`config.mk`:
```
export PLATFORM = sky130hd
export DESIGN_NAME = byte_unstrip_nlane
export DESIGN_NICKNAME = d
export VERILOG_FILES = /design/src/rtl/byte_strip_pkg.sv /design/src/rtl/byte_unstrip_nlane.sv
export SDC_FILE = /design/constraint.sdc
export NUM_CORES = 1
export LEC_CHECK = 0
export CORE_MARGIN = 3
export CORE_UTILIZATION = 45
export DETAILED_ROUTE_END_ITERATION = 10
export PLACE_DENSITY = 0.76
export RECOVER_POWER = 25
export SYNTH_ARGS = -nofsm -noshare
export SYNTH_HDL_FRONTEND = slang
export SYNTH_SLANG_ARGS = --single-unit
```
`constraint.sdc`:
```
create_clock -name CLK -period 5.4 [get_ports CLK]
set_input_delay 1.35 -clock CLK [delete_from_list [all_inputs] [get_ports CLK]]
set_output_delay 1.35 -clock CLK [all_outputs]
set_load 0.005 [all_outputs]
```
`src/rtl/byte_strip_pkg.sv`:
```
// Shared definitions for the lane striping / unstriping datapath.
// Holds default geometry, MODE encodings and the active-lane clamp.
package byte_strip_pkg;

  localparam int DEF_W     = 8;
  localparam int DEF_LANES = 4;

  localparam int MODE_X1 = 0;
  localparam int MODE_X2 = 1;
  localparam int MODE_X4 = 2;
  localparam int MODE_X8 = 3;

  // Active lanes = 1<<mode, clamped to the physical lane count.
  function automatic int act_lanes(input int mode, input int lanes);
    int n;
    n = (mode >= 30) ? lanes : (1 << mode);
    return (n > lanes) ? lanes : n;
  endfunction

endpackage

```
`src/rtl/byte_unstrip_nlane.sv`:
```
// N-lane byte unstriper: latches one symbol per active lane per beat
// and replays them serially, lane 0 first, over a valid/ready stream.
module byte_unstrip_nlane
  import byte_strip_pkg::*;
#(
  parameter int LANES = DEF_LANES,
  parameter int W     = DEF_W
) (
  input  logic                      CLK,
  input  logic                      RESET,
  input  logic [LANES*W-1:0]        LANE_D,
  input  logic [LANES-1:0]          LANE_K,
  input  logic [LANES-1:0]          LANE_VALID,
  output logic                      LANE_READY,
  input  logic [$clog2(LANES):0]    MODE,
  output logic [W-1:0]              D,
  output logic                      DK,
  output logic                      VALID,
  input  logic                      READY,
  output logic                      ERR
);

  localparam int IW = (LANES > 1) ? $clog2(LANES) : 1;
  localparam int CW = $clog2(LANES) + 1;

  logic [LANES*W-1:0] buf_d, buf_q;
  logic [LANES-1:0]   k_d, k_q;
  logic               full_d, full_q;
  logic [IW-1:0]      idx_d, idx_q;
  logic [CW-1:0]      act_d, act_q;
  logic               err_d, err_q;

  logic [CW-1:0]      act_new;
  logic [LANES-1:0]   mask;
  logic [LANES-1:0]   act_valid;
  logic               all_valid;
  logic               none_valid;
  logic               at_last;
  logic               pop;
  logic               last_pop;
  logic               accept;

  always_comb begin
    act_new = CW'(act_lanes(int'(MODE), LANES));
    mask = '0;
    for (int i = 0; i < LANES; i++) begin
      mask[i] = (i < int'(act_new));
    end
    act_valid  = LANE_VALID & mask;
    all_valid  = (act_valid == mask);
    none_valid = (act_valid == '0);
  end

  assign at_last    = (int'(idx_q) == int'(act_q) - 1);
  assign pop        = full_q && READY;
  assign last_pop   = pop && at_last;
  assign LANE_READY = !RESET && (!full_q || last_pop);
  assign accept     = LANE_READY && all_valid;

  always_comb begin
    buf_d  = buf_q;
    k_d    = k_q;
    full_d = full_q;
    idx_d  = idx_q;
    act_d  = act_q;
    err_d  = LANE_READY && !all_valid && !none_valid;
    if (pop) begin
      if (!at_last) begin
        idx_d = idx_q + IW'(1);
      end else begin
        full_d = 1'b0;
        idx_d  = '0;
      end
    end
    // A reload on the final pop overrides the drain.
    if (accept) begin
      buf_d  = LANE_D;
      k_d    = LANE_K;
      act_d  = act_new;
      idx_d  = '0;
      full_d = 1'b1;
    end
  end

  always_ff @(posedge CLK) begin
    if (RESET) begin
      buf_q  <= '0;
      k_q    <= '0;
      full_q <= 1'b0;
      idx_q  <= '0;
      act_q  <= CW'(LANES);
      err_q  <= 1'b0;
    end else begin
      buf_q  <= buf_d;
      k_q    <= k_d;
      full_q <= full_d;
      idx_q  <= idx_d;
      act_q  <= act_d;
      err_q  <= err_d;
    end
  end

  assign D     = buf_q[int'(idx_q)*W +: W];
  assign DK    = k_q[idx_q];
  assign VALID = full_q;
  assign ERR   = err_q;

endmodule

```
# [Word-level counts from Yosys, hierarchy flattened]
# Index checks and enable logic that the tools add are counted.
# W data, S select, Z words.
[op_classes] n_shift=2 addsub=2 bitwise=1 div=0 mux=7 n_mul=0 eq_ne=2 n_reduce_logical=16 n_lt_le_gt_ge=6
[op_table] operator="$gt A32 B4 Y1 const B" n=1
[op_table] operator="$shiftx A32 B6 Y8" n=1
[op_table] operator="$shl A1 B3 Y32 const A" n=1
[op_table] operator="$logic_and A1 B1 Y1" n=6
[op_table] operator="$lt A1 B3 Y1 const A" n=2
[op_table] operator="$lt A2 B3 Y1 const A" n=2
[op_table] operator="$and A4 B4 Y4" n=1
[op_table] operator="$eq A3 B4 Y1" n=1
[op_table] operator="$eq A4 B4 Y1" n=1
[op_table] operator="$logic_not A1 Y1" n=4
[op_table] operator="$logic_not A4 Y1" n=1
[op_table] operator="$mux W1" n=4
[op_table] operator="$reduce_bool A2 Y1" n=2
[op_table] operator="$sub A3 B1 Y4 const B" n=1
[op_table] operator="$lt A2 B3 Y1 const B" n=1
[op_table] operator="$mux W3" n=1
[op_table] operator="$add A2 B1 Y2 const B" n=1
[op_table] operator="$bmux W1 S2" n=1
[op_table] operator="$mux W2" n=1
[op_table] operator="$reduce_and A2 Y1" n=1
[op_table] operator="$reduce_or A2 Y1" n=1
[op_table] operator="$logic_or A1 B1 Y1" n=1
[word_totals] rom_bits=0 mem_count=0 reg_bits=43 latchBits=0 ram_bits=0

# [Logic depth before layout (Yosys ltp)]
# Gate-level depths: netlist (run 1).
[logic_depth] depth_word=9 mapped_depth=8 depth_no_buf=6

# [Worst setup path before layout (run 1)]
# OpenSTA, ideal clock, no wires.
[synth_path] path_kind="input-to-output" startpoint="input RESET" endpoint="output LANE_READY" arrival_ns=1.778 slack_ns=2.272 path_buffers=1 stages=2 cell_sequence="clkbuf_1 a211oi_1"
[synth_between] elab_chain_cells=2
[synth_rtl] element="from (decl)" line="byte_unstrip_nlane.sv:10" source="input logic RESET,"
[synth_rtl] element="$logic_not A1 Y1" line="byte_unstrip_nlane.sv:57" source="assign LANE_READY = !RESET && (!full_q || last_pop);"
[synth_rtl] element="$logic_and A1 B1 Y1" line="byte_unstrip_nlane.sv:57"
[synth_rtl] element="to (decl)" line="byte_unstrip_nlane.sv:14" source="output logic LANE_READY,"
# No other way between the ends.

# [Worst setup path in the final report (run 1)]
[layout_path] startpoint="input RESET" endpoint="register buf_q[22]"
[layout_between] elab_chain_cells=3
[layout_rtl] element="$logic_not A1 Y1" line="byte_unstrip_nlane.sv:57"
[layout_rtl] element="$logic_and A1 B1 Y1" line="byte_unstrip_nlane.sv:57"
[layout_rtl] element="$logic_and A1 B1 Y1" line="byte_unstrip_nlane.sv:58" source="assign accept = LANE_READY && all_valid;"
[layout_rtl] element="to (signal assigned)" line="byte_unstrip_nlane.sv:94" source="buf_q <= buf_d;"
[layout_rtl] element="to (decl)" line="byte_unstrip_nlane.sv:26" source="logic [LANES*W-1:0] buf_d, buf_q;"
# Parallel ways exist; a longest one is shown, timed or not.
# A chain may end at the register's enable or synchronous reset.

==> out/metrics.csv, run 1 <==
stage;metric;value;unit
placement;IO Port Bufs;57;
synth;mean post-synth cell area;11.4;um^2
synth;Post-Synth Adder-Cell Area;0.597;%
power_and_ir_drop;Worst VDD drop;0.000150;V
floorplanning;row count;24;
sta;Hold Vio Cnt, Final;0;
synth;Synth Area in Simple Gates;15.5;%
detailed_routing;Vias;1461;
outcome;failing checks;capacitance limit, slew limit;
detailed_routing;Starting DRT DRC Count;61;
synth;Synth top area share;41.1;%
floorplanning;die width;74.3;um
floorplanning;Die Y;74.3;um
cts;CTS tree;built;
detailed_routing;Routed WL per cell;14.1;um
synth;asr flop ratio synth;0;%
cts;H-tree Lvls;2;
sta;Final Setup Violations;0;
sta;RSZ-0062 raised after global routing;false;
critical_path;Critical Path End Type;register;
sta;total negative slack;0;ns
cts;Worst-path clk slew;0.08;ns
critical_path;origin of the critical flop-to-flop path;act_q[0];
sta;Worst slew margin;-8.68;%
synth;predominant post-synthesis flop cell;dfxtp_1;
sta;min Tclk post-route;4.35;ns
synth;synth cell count leaders;43 x dfxtp_1, 37 x nor2b_1, 29 x mux2_2, 9 x mux4_2, 7 x mux2_4;
detailed_routing;Initial DRT Pass Iterations;4;
sta;Final Skew;0.00739;ns
synth;syn nets;231;
finish;fillers;367;
sta;max-slew violation count;40;
placement;gp weighted congestion;0.702;
floorplanning;initial core utilization;47.5;%
global_routing;GRT overflow;0;
critical_path;Buf/Inv on CP;3;
synth;Cell variety after synth;34;
detailed_routing;post-route ant nets;0;
critical_path;Crit path max-delay family;buffers and inverters;
critical_path;Cell Chain, Critical Path;dlygate4sd3_1, clkbuf_2, inv_1, o2111ai_1, a211o_1, mux2_2;
power_and_ir_drop;Static Leak;1.15;nW
synth;most numerous cell in the Yosys netlist;dfxtp_1;
floorplanning;DIE AREA;5520;um^2
critical_path;Worst path slowest cell;a211o_1;
cts;clk sinks;43;
sta;Worst-Margin Slew;1.63;ns
floorplanning;core area;4410;um^2
flow_run;maxcap violations;1;
synth;Ys Warns;0;
cts;clk buf depth;2;
synth;post-synthesis sequential area ratio;41.1;%
critical_path;startpoint types;input port;
synth;top cells by area, synth;dfxtp_1 41%, mux2_2 16%, nor2b_1 11%;
synth;largest family of logic cells by synthesized area;multiplexers;
sta;Fmax;230;MHz
synth;post-synthesis register bit count;43;
placement;Post-Place Cells;282;
floorplanning;io pins;58;
synth;XOR/XNOR share of the synthesized area;1.25;%
cts;total CTS buffers;5;
cts;Root Driver;clkbuf_8;
critical_path;WP data required;5.58;ns
detailed_routing;vias per cell;5.06;
global_routing;largest net degree at the start of global routing;41;
finish;area of the multi-input gates;1130;um^2
finish;Register Area;861;um^2
placement;Final HPWL DP;2800;um
critical_path;crit path from;RESET;
cts;worst skew pair latency;0.29;ns
cts;post-CTS setup buffers;0;
cts;Post-CTS Resized;0;
hold_path;Hold Path Class;reg2reg;
sta;crit share post-route;80.6;%
synth;Mapped Cells;184;
finish;Area Growth Syn to Fin;31.5;%
critical_path;Max stage delay on crit path;1.23;ns
power_and_ir_drop;Power per Cell Area;245;nW/um^2
finish;layout cells sized above 1;20.7;%
synth;dominant cell type by area after synthesis;dfxtp_1;
finish;n_diodes;0;
global_routing;initial antenna violation count;0;
critical_path;Crit Path Class;in2reg;
synth;mux contribution to synthesized area;31.7;%
critical_path;maximum fanout along the worst path;40;
detailed_routing;Total Wirelength;4060;um
hold_path;hold_sp;act_q[1];
detailed_routing;# DRC;0;
global_routing;first-pass GRT wire length;6240;um
finish;fin nets;284;
global_routing;vias in the first global route;1330;
finish;final non-filler cell total;289;
critical_path;CP arrival;4.53;ns
synth;number of synthesized flops with an enable pin;0;
global_routing;Total GRT Usage;14.9;%
cts;hold-fix buffers at CTS;0;
synth;compound-gate portion of the synthesized area;5.85;%
outcome;status;complete, but fails checks;
synth;Mapped Area;2100;um^2
## tightest hold or removal path, cell delays in order (launching register included)
cell	delay, ns
dfxtp_1	0.33
nand2_1	0.06
mux2i_1	0.06
## layout make-up
class / count / share of cell area (%)
clock buffer: 6 / 2.63
multi-input combinational: 124 / 41.2
clock inverter: 1 / 1.09
tap: 52 / 2.36
sequential: 43 / 31.2
timing repair buffer: 58 / 20.9
inverter: 5 / 0.681
## final timing paths
path | to | slack, ns | cells past startpoint
max | buf_q[22] | 1.05 | 6
min | act_q[1] | 0.49 | 2
max reg2reg | buf_q[22] | 2.36 | 6
min reg2reg | act_q[1] | 0.49 | 2
## metrics by stage
stage | area [um^2] | power [mW] | util, % | setup slack (ns) | hold WS, ns
2_1_floorplan | 2100 | 0.396 | - | 2.27 | 0.451
3_3_place_gp | 2670 | 0.448 | 60.6 | 1.19 | 0.466
3_5_place_dp | 2670 | 0.449 | 60.6 | 1.17 | 0.477
4_1_cts | 2780 | 0.688 | 62.9 | 1.17 | 0.489
5_1_grt | 2760 | 0.707 | 62.5 | 0.815 | 0.533
6_report | 2760 | 0.676 | 62.5 | 1.05 | 0.488
## sequential cells by signal, indices dropped and copies added, names as in the netlist
name	flops
idx_q	2
act_q	3
k_q	4
buf_q	32
ERR	1
VALID	1
## layout by cell type, fill, tap and decap left out
cell type,count
nand3_1,3
mux4_2,9
a31oi_1,2
xor2_1,2
and3_1,2
o211a_1,1
clkbuf_8,5
clkdlybuf4s50_1,53
o211ai_1,1
bufinv_16,1
mux2_1,4
o21ai_0,1
nor2_1,5
a21o_1,2
or3_1,1
o2111ai_1,1
a21boi_0,1
nor2b_1,37
xnor2_1,1
inv_1,5
ha_1,1
o21a_1,2
nand2b_1,2
clkbuf_1,1
a211o_1,1
a211oi_1,1
mux2i_1,3
dlygate4sd3_1,4
o221ai_2,1
and4_1,1
clkbuf_2,1
mux2_2,29
a21oi_1,2
mux2_4,3
dfxtp_1,43
nand2_1,5
## kinds of logic after synthesis
logic type,count (synthesis)
adder cells (fa/ha/maj),1
flip-flops,43
AND/OR/NAND/NOR,56
XOR/XNOR,3
AO/OA/AOI/OAI,16
buffers and inverters,17
multiplexers,48
## report_power, final
group | switching, mW | internal (mW)
clock | 0.103 | 0.136
combinational | 0.0288 | 0.0661
sequential | 0.0123 | 0.331
total | 0.144 | 0.532
## layer usage
metal	vias to the layer above	global-route usage [%]	routed length, um	share of wire [%]
met3	8	4.59	237	5.8
li1	746	-	-	-
met5	-	0	0	0
met1	674	18.6	1800	44
met4	0	4.74	61	1.5
met2	33	24.8	1970	48
(Power assumes the default switching activity.)
==> run 2, diff against run 1 <==
CORE_UTILIZATION = 43   (was 45)
clock period = 3.7 ns   (was 5.4 ns; I/O delays follow)
==> out/metrics.csv, run 2 (same netlist as run 1, synthesis figures left out) <==
stage;metric;value;unit;change
outcome;status;finished, final reports clean;;was complete, but fails checks
placement;gp weighted congestion;0.783;;was 0.702
power_and_ir_drop;Seq pwr share;53.5;%;was 50.7%
sta;Final Skew;0.00308;ns;was 0.00739 ns
critical_path;WP data required;2.77;ns;was 5.58 ns
detailed_routing;Post-Route M1 WL;1890;um;was 1800 um
hold_path;Hold Path Class;reg2reg;;unchanged
cts;clk buf depth;2;;unchanged
placement;Final HPWL DP;2960;um;was 2800 um
finish;fillers;422;;was 367
detailed_routing;Initial DRT Pass Iterations;4;;unchanged
global_routing;initial antenna violation count;0;;unchanged
global_routing;first-pass GRT wire length;6510;um;was 6240 um
critical_path;Worst path slowest cell;dlygate4sd3_1;;was a211o_1
detailed_routing;Routed WL per cell;13.3;um;was 14.1 um
critical_path;R2R Path End;buf_q[25];;was buf_q[22]
detailed_routing;# DRC;0;;unchanged
cts;H-tree Lvls;2;;unchanged
sta;Worst slew margin;46.3;%;was -8.68%
finish;layout cells sized above 1;22.8;%;was 20.7%
critical_path;startpoint types;input port;;unchanged
sta;total negative slack;0;ns;unchanged
detailed_routing;metal3 WL;211;um;was 237 um
critical_path;Critical Path End Type;primary output;;was register
finish;n_diodes;0;;unchanged
power_and_ir_drop;sw frac;23.0;%;was 21.3%
sta;worst hold slack;0.488;ns;about the same
finish;commonest non-fill, non-tap cells in the layout;53 x clkdlybuf4s50_1, 43 x dfxtp_1, 37 x nor2b_1;;unchanged
critical_path;cell depth of the worst flop-to-flop path;7;;was 6
floorplanning;core area;4530;um^2;was 4410 um^2
sta;max-slew violation count;0;;was 40
power_and_ir_drop;Clk pwr share;30.6;%;was 35.3%
floorplanning;initial core utilization;46.2;%;was 47.5%
global_routing;GRT overflow;0;;unchanged
power_and_ir_drop;Int Pwr;713;uW;was 532 uW
power_and_ir_drop;Power per Cell Area;331;nW/um^2;was 245 nW/um^2
global_routing;largest net degree at the start of global routing;41;;unchanged
sta;crit share post-route;92.1;%;
global_routing;vias in the first global route;1464;;was 1330
sta;final worst slack;0.294;ns;was 1.05 ns
sta;RSZ-0062 raised after global routing;false;;unchanged
sta;Final Setup Violations;0;;unchanged
critical_path;crit path from;READY;;was RESET
finish;most common cell after layout, fill and taps aside;clkdlybuf4s50_1;;unchanged
floorplanning;io pins;58;;unchanged
critical_path;R2R Setup Slk;1.22;ns;was 2.36 ns
detailed_routing;met2 wire length;1910;um;was 1970 um
power_and_ir_drop;P_sw;214;uW;was 144 uW
sta;Hold Vio Cnt, Final;0;;unchanged
flow_run;maxcap violations;0;;was 1
cts;total CTS buffers;5;;unchanged
power_and_ir_drop;Combinational Power Share;15.8;%;was 14.0%
cts;worst skew pair latency;0.29;ns;about the same
sta;min Tclk post-route;3.41;ns;
finish;max reg flops;32;;unchanged
critical_path;Crit Path Class;in2out;;was in2reg
power_and_ir_drop;Worst VDD drop;0.000185;V;was 0.000150 V
cts;clk sinks;43;;unchanged
placement;IO Port Bufs;57;;unchanged
floorplanning;Die Y;75.8;um;was 74.3 um
critical_path;CP arrival;2.48;ns;was 4.53 ns
detailed_routing;Vias;1493;;was 1461
cts;post-CTS setup buffers;0;;unchanged
detailed_routing;post-route ant nets;0;;unchanged
finish;Top Registers;buf_q x32, k_q x4, act_q x3;;unchanged
critical_path;maximum fanout along the worst path;4;;was 40
finish;fin nets;287;;was 284
power_and_ir_drop;Static Leak;1.17;nW;was 1.15 nW
cts;CTS tree;built;;unchanged
power_and_ir_drop;power after layout;927;uW;was 676 uW
floorplanning;die width;75.8;um;was 74.3 um
cts;hold-fix buffers at CTS;0;;unchanged
detailed_routing;Total Wirelength;4070;um;was 4060 um
detailed_routing;top layer in use;met4;;unchanged
floorplanning;row count;24;;unchanged
critical_path;Max stage delay on crit path;0.59;ns;was 1.23 ns
sta;Fmax;294;MHz;
placement;dpl ws;0.367;ns;was 1.17 ns
sta;Worst-Margin Slew;0.805;ns;was 1.63 ns
detailed_routing;Starting DRT DRC Count;51;;was 61
cts;Post-CTS Resized;0;;unchanged
finish;Area Growth Syn to Fin;33.5;%;was 31.5%
critical_path;origin of the critical flop-to-flop path;act_q[0];;unchanged
floorplanning;DIE AREA;5750;um^2;was 5520 um^2
cts;Root Driver;clkbuf_8;;unchanged
critical_path;capture point of the worst path;LANE_READY;;was buf_q[22]
detailed_routing;vias per cell;4.88;;was 5.06
cts;Worst-path clk slew;0.08;ns;about the same
global_routing;Total GRT Usage;15.0;%;was 14.9%
critical_path;Cell Chain, Critical Path;dlygate4sd3_1, a31oi_1, a211oi_1, clkdlybuf4s50_1;;was dlygate4sd3_1, clkbuf_2, inv_1, o2111ai_1, a211o_1, mux2_2
finish;Top reg by flops;buf_q;;unchanged
-- run 2: cell types whose count changed in the layout (fill, tap and decap cells not counted), sizes merged --
cell	previous run	this run
buf	0	3
bufinv	1	0
clkinv	0	1
clkinvlp	0	1
-- run 2: worst min-delay path by stage --
stage	startpoint	end	depth (start not counted)
after floorplan	act_q[1]	act_q[1]	2
after global placement	act_q[1]	act_q[1]	2
after detailed placement	act_q[1]	act_q[1]	2
after CTS	act_q[1]	act_q[1]	2
after global routing	act_q[1]	act_q[1]	2
final	act_q[1]	act_q[1]	2
-- run 2: power by group through the flow --
stage / Sequential, mW / Clock (mW) / Combinational [mW]
2_1_floorplan: 0.499 / 0 / 0.0782
3_3_place_gp: 0.507 / 0 / 0.149
3_5_place_dp: 0.507 / 0 / 0.151
4_1_cts: 0.496 / 0.297 / 0.152
5_1_grt: 0.499 / 0.313 / 0.158
6_report: 0.496 / 0.284 / 0.147
-- run 2: routing by layer --
layer	vias up	track usage [%]
li1	756	-
met1	694	18.7
met2	39	24.8
met3	4	3.30
met4	0	6.41
met5	-	0
-- run 2: layout make-up --
class                   count  area [um^2]  area share, %
repair buffers             61          611           21.8
inverters                   5         18.8          0.671
well taps                  65         81.3           2.91
clock buffers               6         72.6           2.59
clock inverters             2         12.5          0.447
multi-input cells         124         1140           40.8
flip-flops and latches     43          861           30.8
-- run 2: metrics by stage --
stage	cell area [um^2]	std cells	util [%]
after CTS	2810	306	62.0
after detailed placement	2730	298	60.1
final	2800	306	61.7
after global routing	2800	306	61.7
after global placement	2730	298	60.1
after floorplan	2100	184	-
-- run 2: worst max-delay path, delay by kind of cell --
family          cells  cell delay [ns]
buf+inv             2             1.14
compound gates      2             0.41
==> run 3, diff against run 2 <==
CORE_UTILIZATION = 45   (was 43)
CTS_BUF_LIST = sky130_fd_sc_hd__clkbuf_8   (was not set)
PLACE_DENSITY = 0.79   (was 0.76)
==> out/metrics.csv, run 3 (same netlist as run 1, synthesis figures left out) <==
stage;metric;value;unit;change
floorplanning;core area;4410;um^2;was 4530 um^2
detailed_routing;Vias;1480;;was 1493
floorplanning;row count;24;;unchanged
hold_path;Hold EP;act_q[1];;unchanged
cts;clk sinks;43;;unchanged
floorplanning;Die Y;74.3;um;was 75.8 um
global_routing;vias in the first global route;1530;;was 1464
global_routing;largest net degree at the start of global routing;41;;unchanged
detailed_routing;Starting DRT DRC Count;71;;was 51
detailed_routing;Total Wirelength;4160;um;was 4070 um
cts;Post-CTS Resized;0;;unchanged
detailed_routing;Routed WL per cell;14.2;um;was 13.3 um
floorplanning;initial core utilization;47.5;%;was 46.2%
placement;gp weighted congestion;0.838;;was 0.783
finish;fillers;390;;was 422
cts;H-tree Lvls;2;;unchanged
critical_path;maximum fanout along the worst path;4;;unchanged
sta;total negative slack;0;ns;unchanged
cts;Worst-path clk slew;0.07;ns;was 0.08 ns
floorplanning;DIE AREA;5520;um^2;was 5750 um^2
finish;max reg flops;32;;unchanged
finish;area of the multi-input gates;1140;um^2;about the same
detailed_routing;# DRC;0;;unchanged
sta;final worst slack;0.309;ns;was 0.294 ns
cts;post-CTS setup buffers;0;;unchanged
sta;Worst slew margin;33.1;%;was 46.3%
power_and_ir_drop;Worst VDD drop;0.000315;V;was 0.000185 V
critical_path;Crit Path Class;in2out;;unchanged
cts;total CTS buffers;5;;unchanged
sta;Final Skew;0.0111;ns;was 0.00308 ns
hold_path;Hold Path Class;reg2reg;;unchanged
critical_path;CP arrival;2.47;ns;was 2.48 ns
flow_run;maxcap violations;0;;unchanged
power_and_ir_drop;Combinational Power Share;14.8;%;was 15.8%
detailed_routing;Initial DRT Pass Iterations;4;;unchanged
critical_path;origin of the critical flop-to-flop path;act_q[0];;unchanged
sta;Worst-Margin Slew;1.00;ns;was 0.805 ns
cts;Root Driver;clkbuf_8;;unchanged
critical_path;R2R Path End;buf_q[11];;was buf_q[25]
sta;Fmax;295;MHz;was 294 MHz
hold_path;Hold Path Depth;2;;unchanged
sta;Final Setup Violations;0;;unchanged
power_and_ir_drop;Static Leak;1.17;nW;about the same
outcome;status;finished, final reports clean;;unchanged
power_and_ir_drop;Clk pwr share;34.8;%;was 30.6%
placement;Final HPWL DP;2950;um;was 2960 um
power_and_ir_drop;Seq pwr share;50.5;%;was 53.5%
sta;RSZ-0062 raised after global routing;false;;unchanged
finish;Top reg by flops;buf_q;;unchanged
critical_path;WP data required;2.77;ns;about the same
cts;worst skew pair latency;0.29;ns;about the same
sta;max-slew violation count;0;;unchanged
finish;n_diodes;0;;unchanged
critical_path;Critical Path End Type;primary output;;unchanged
critical_path;R2R Setup Slk;0.97;ns;was 1.22 ns
finish;Register Area;861;um^2;unchanged
critical_path;cell depth of the worst flop-to-flop path;7;;unchanged
finish;post-route cell area;2780;um^2;was 2800 um^2
placement;IO Port Bufs;57;;unchanged
global_routing;first-pass GRT wire length;6720;um;was 6510 um
power_and_ir_drop;sw frac;21.2;%;was 23.0%
sta;worst hold slack;0.495;ns;was 0.488 ns
floorplanning;die width;74.3;um;was 75.8 um
power_and_ir_drop;Int Pwr;776;uW;was 713 uW
sta;Hold Vio Cnt, Final;0;;unchanged
sta;crit share post-route;91.7;%;was 92.1%
detailed_routing;post-route ant nets;0;;unchanged
cts;clk buf depth;2;;unchanged
placement;dpl ws;0.317;ns;was 0.367 ns
hold_path;hold_sp;act_q[1];;unchanged
placement;Post-DP Area;2710;um^2;was 2730 um^2
detailed_routing;vias per cell;5.07;;was 4.88
critical_path;startpoint types;input port;;unchanged
power_and_ir_drop;Power per Cell Area;354;nW/um^2;was 331 nW/um^2
global_routing;initial antenna violation count;0;;unchanged
global_routing;Total GRT Usage;15.8;%;was 15.0%
finish;layout cells sized above 1;22.1;%;was 22.8%
cts;CTS tree;built;;unchanged
finish;commonest non-fill, non-tap cells in the layout;54 x clkdlybuf4s50_1, 43 x dfxtp_1, 37 x nor2b_1;;was 53 x clkdlybuf4s50_1, 43 x dfxtp_1, 37 x nor2b_1
finish;fin nets;287;;unchanged
cts;hold-fix buffers at CTS;0;;unchanged
finish;most common cell after layout, fill and taps aside;clkdlybuf4s50_1;;unchanged
floorplanning;io pins;58;;unchanged
sta;min Tclk post-route;3.39;ns;was 3.41 ns
global_routing;GRT overflow;0;;unchanged
finish;Area Growth Syn to Fin;32.6;%;was 33.5%
finish;Top Registers;buf_q x32, k_q x4, act_q x3;;unchanged
power_and_ir_drop;P_sw;209;uW;was 214 uW
==> run 3: changes by cell type in the layout (fill, tap and decap cells not counted) <==
cell / change
mux2_4: -2
bufinv_16: +1
buf_4: +1
clkbuf_1: -1
buf_12: -1
clkinv_2: -1
a211o_2: +1
clkinvlp_4: -1
mux2_1: +2
clkdlybuf4s50_1: +1
inv_1: +1
a211o_1: -1
dlygate4sd3_1: -1
==> run 3: power by group through the flow <==
stage	sequential (mW)	combinational (mW)	clock, mW
after floorplan	0.499	0.0782	0
after global placement	0.507	0.149	0
after detailed placement	0.508	0.150	0
after CTS	0.497	0.151	0.353
after global routing	0.500	0.157	0.376
final	0.497	0.145	0.343
==> run 3: worst max-delay path: stages <==
cell,delay (ns)
clkdlybuf4s50_1,0.54
a31oi_1,0.15
a211oi_1,0.29
clkdlybuf4s50_1,0.56
==> run 3: worst max-delay path by stage <==
stage	from	to	slack [ns]
after floorplan	RESET	LANE_READY	1.42
after global routing	READY	LANE_READY	0.21
after global placement	READY	LANE_READY	0.38
after detailed placement	READY	LANE_READY	0.32
final	READY	LANE_READY	0.31
after CTS	READY	LANE_READY	0.31
==> run 3: area by class of cell <==
class | count | share of cell area [%]
flip-flops and latches | 43 | 30.9
clock buffers | 5 | 2.47
multi-input cells | 124 | 40.8
well taps | 52 | 2.34
inverters | 5 | 0.675
repair buffers | 61 | 21.5
clock inverters | 2 | 1.21
==> run 3: layer usage <==
layer	wire length, um	track usage, %	up-vias
li1	-	-	749
met1	1760	18.6	700
met2	2180	28.2	26
met3	177	3.38	5
met4	48	5.93	0
met5	0	0	-
==> run 3: through the flow <==
| stage | total power [mW] | instances | utilization (%) |
|---|---|---|---|
| after floorplan | 0.578 | 184 | - |
| after global placement | 0.656 | 285 | 61.4 |
| after detailed placement | 0.658 | 285 | 61.4 |
| after CTS | 1.00 | 292 | 63.7 |
| after global routing | 1.03 | 292 | 63.0 |
| final | 0.985 | 292 | 63.0 |
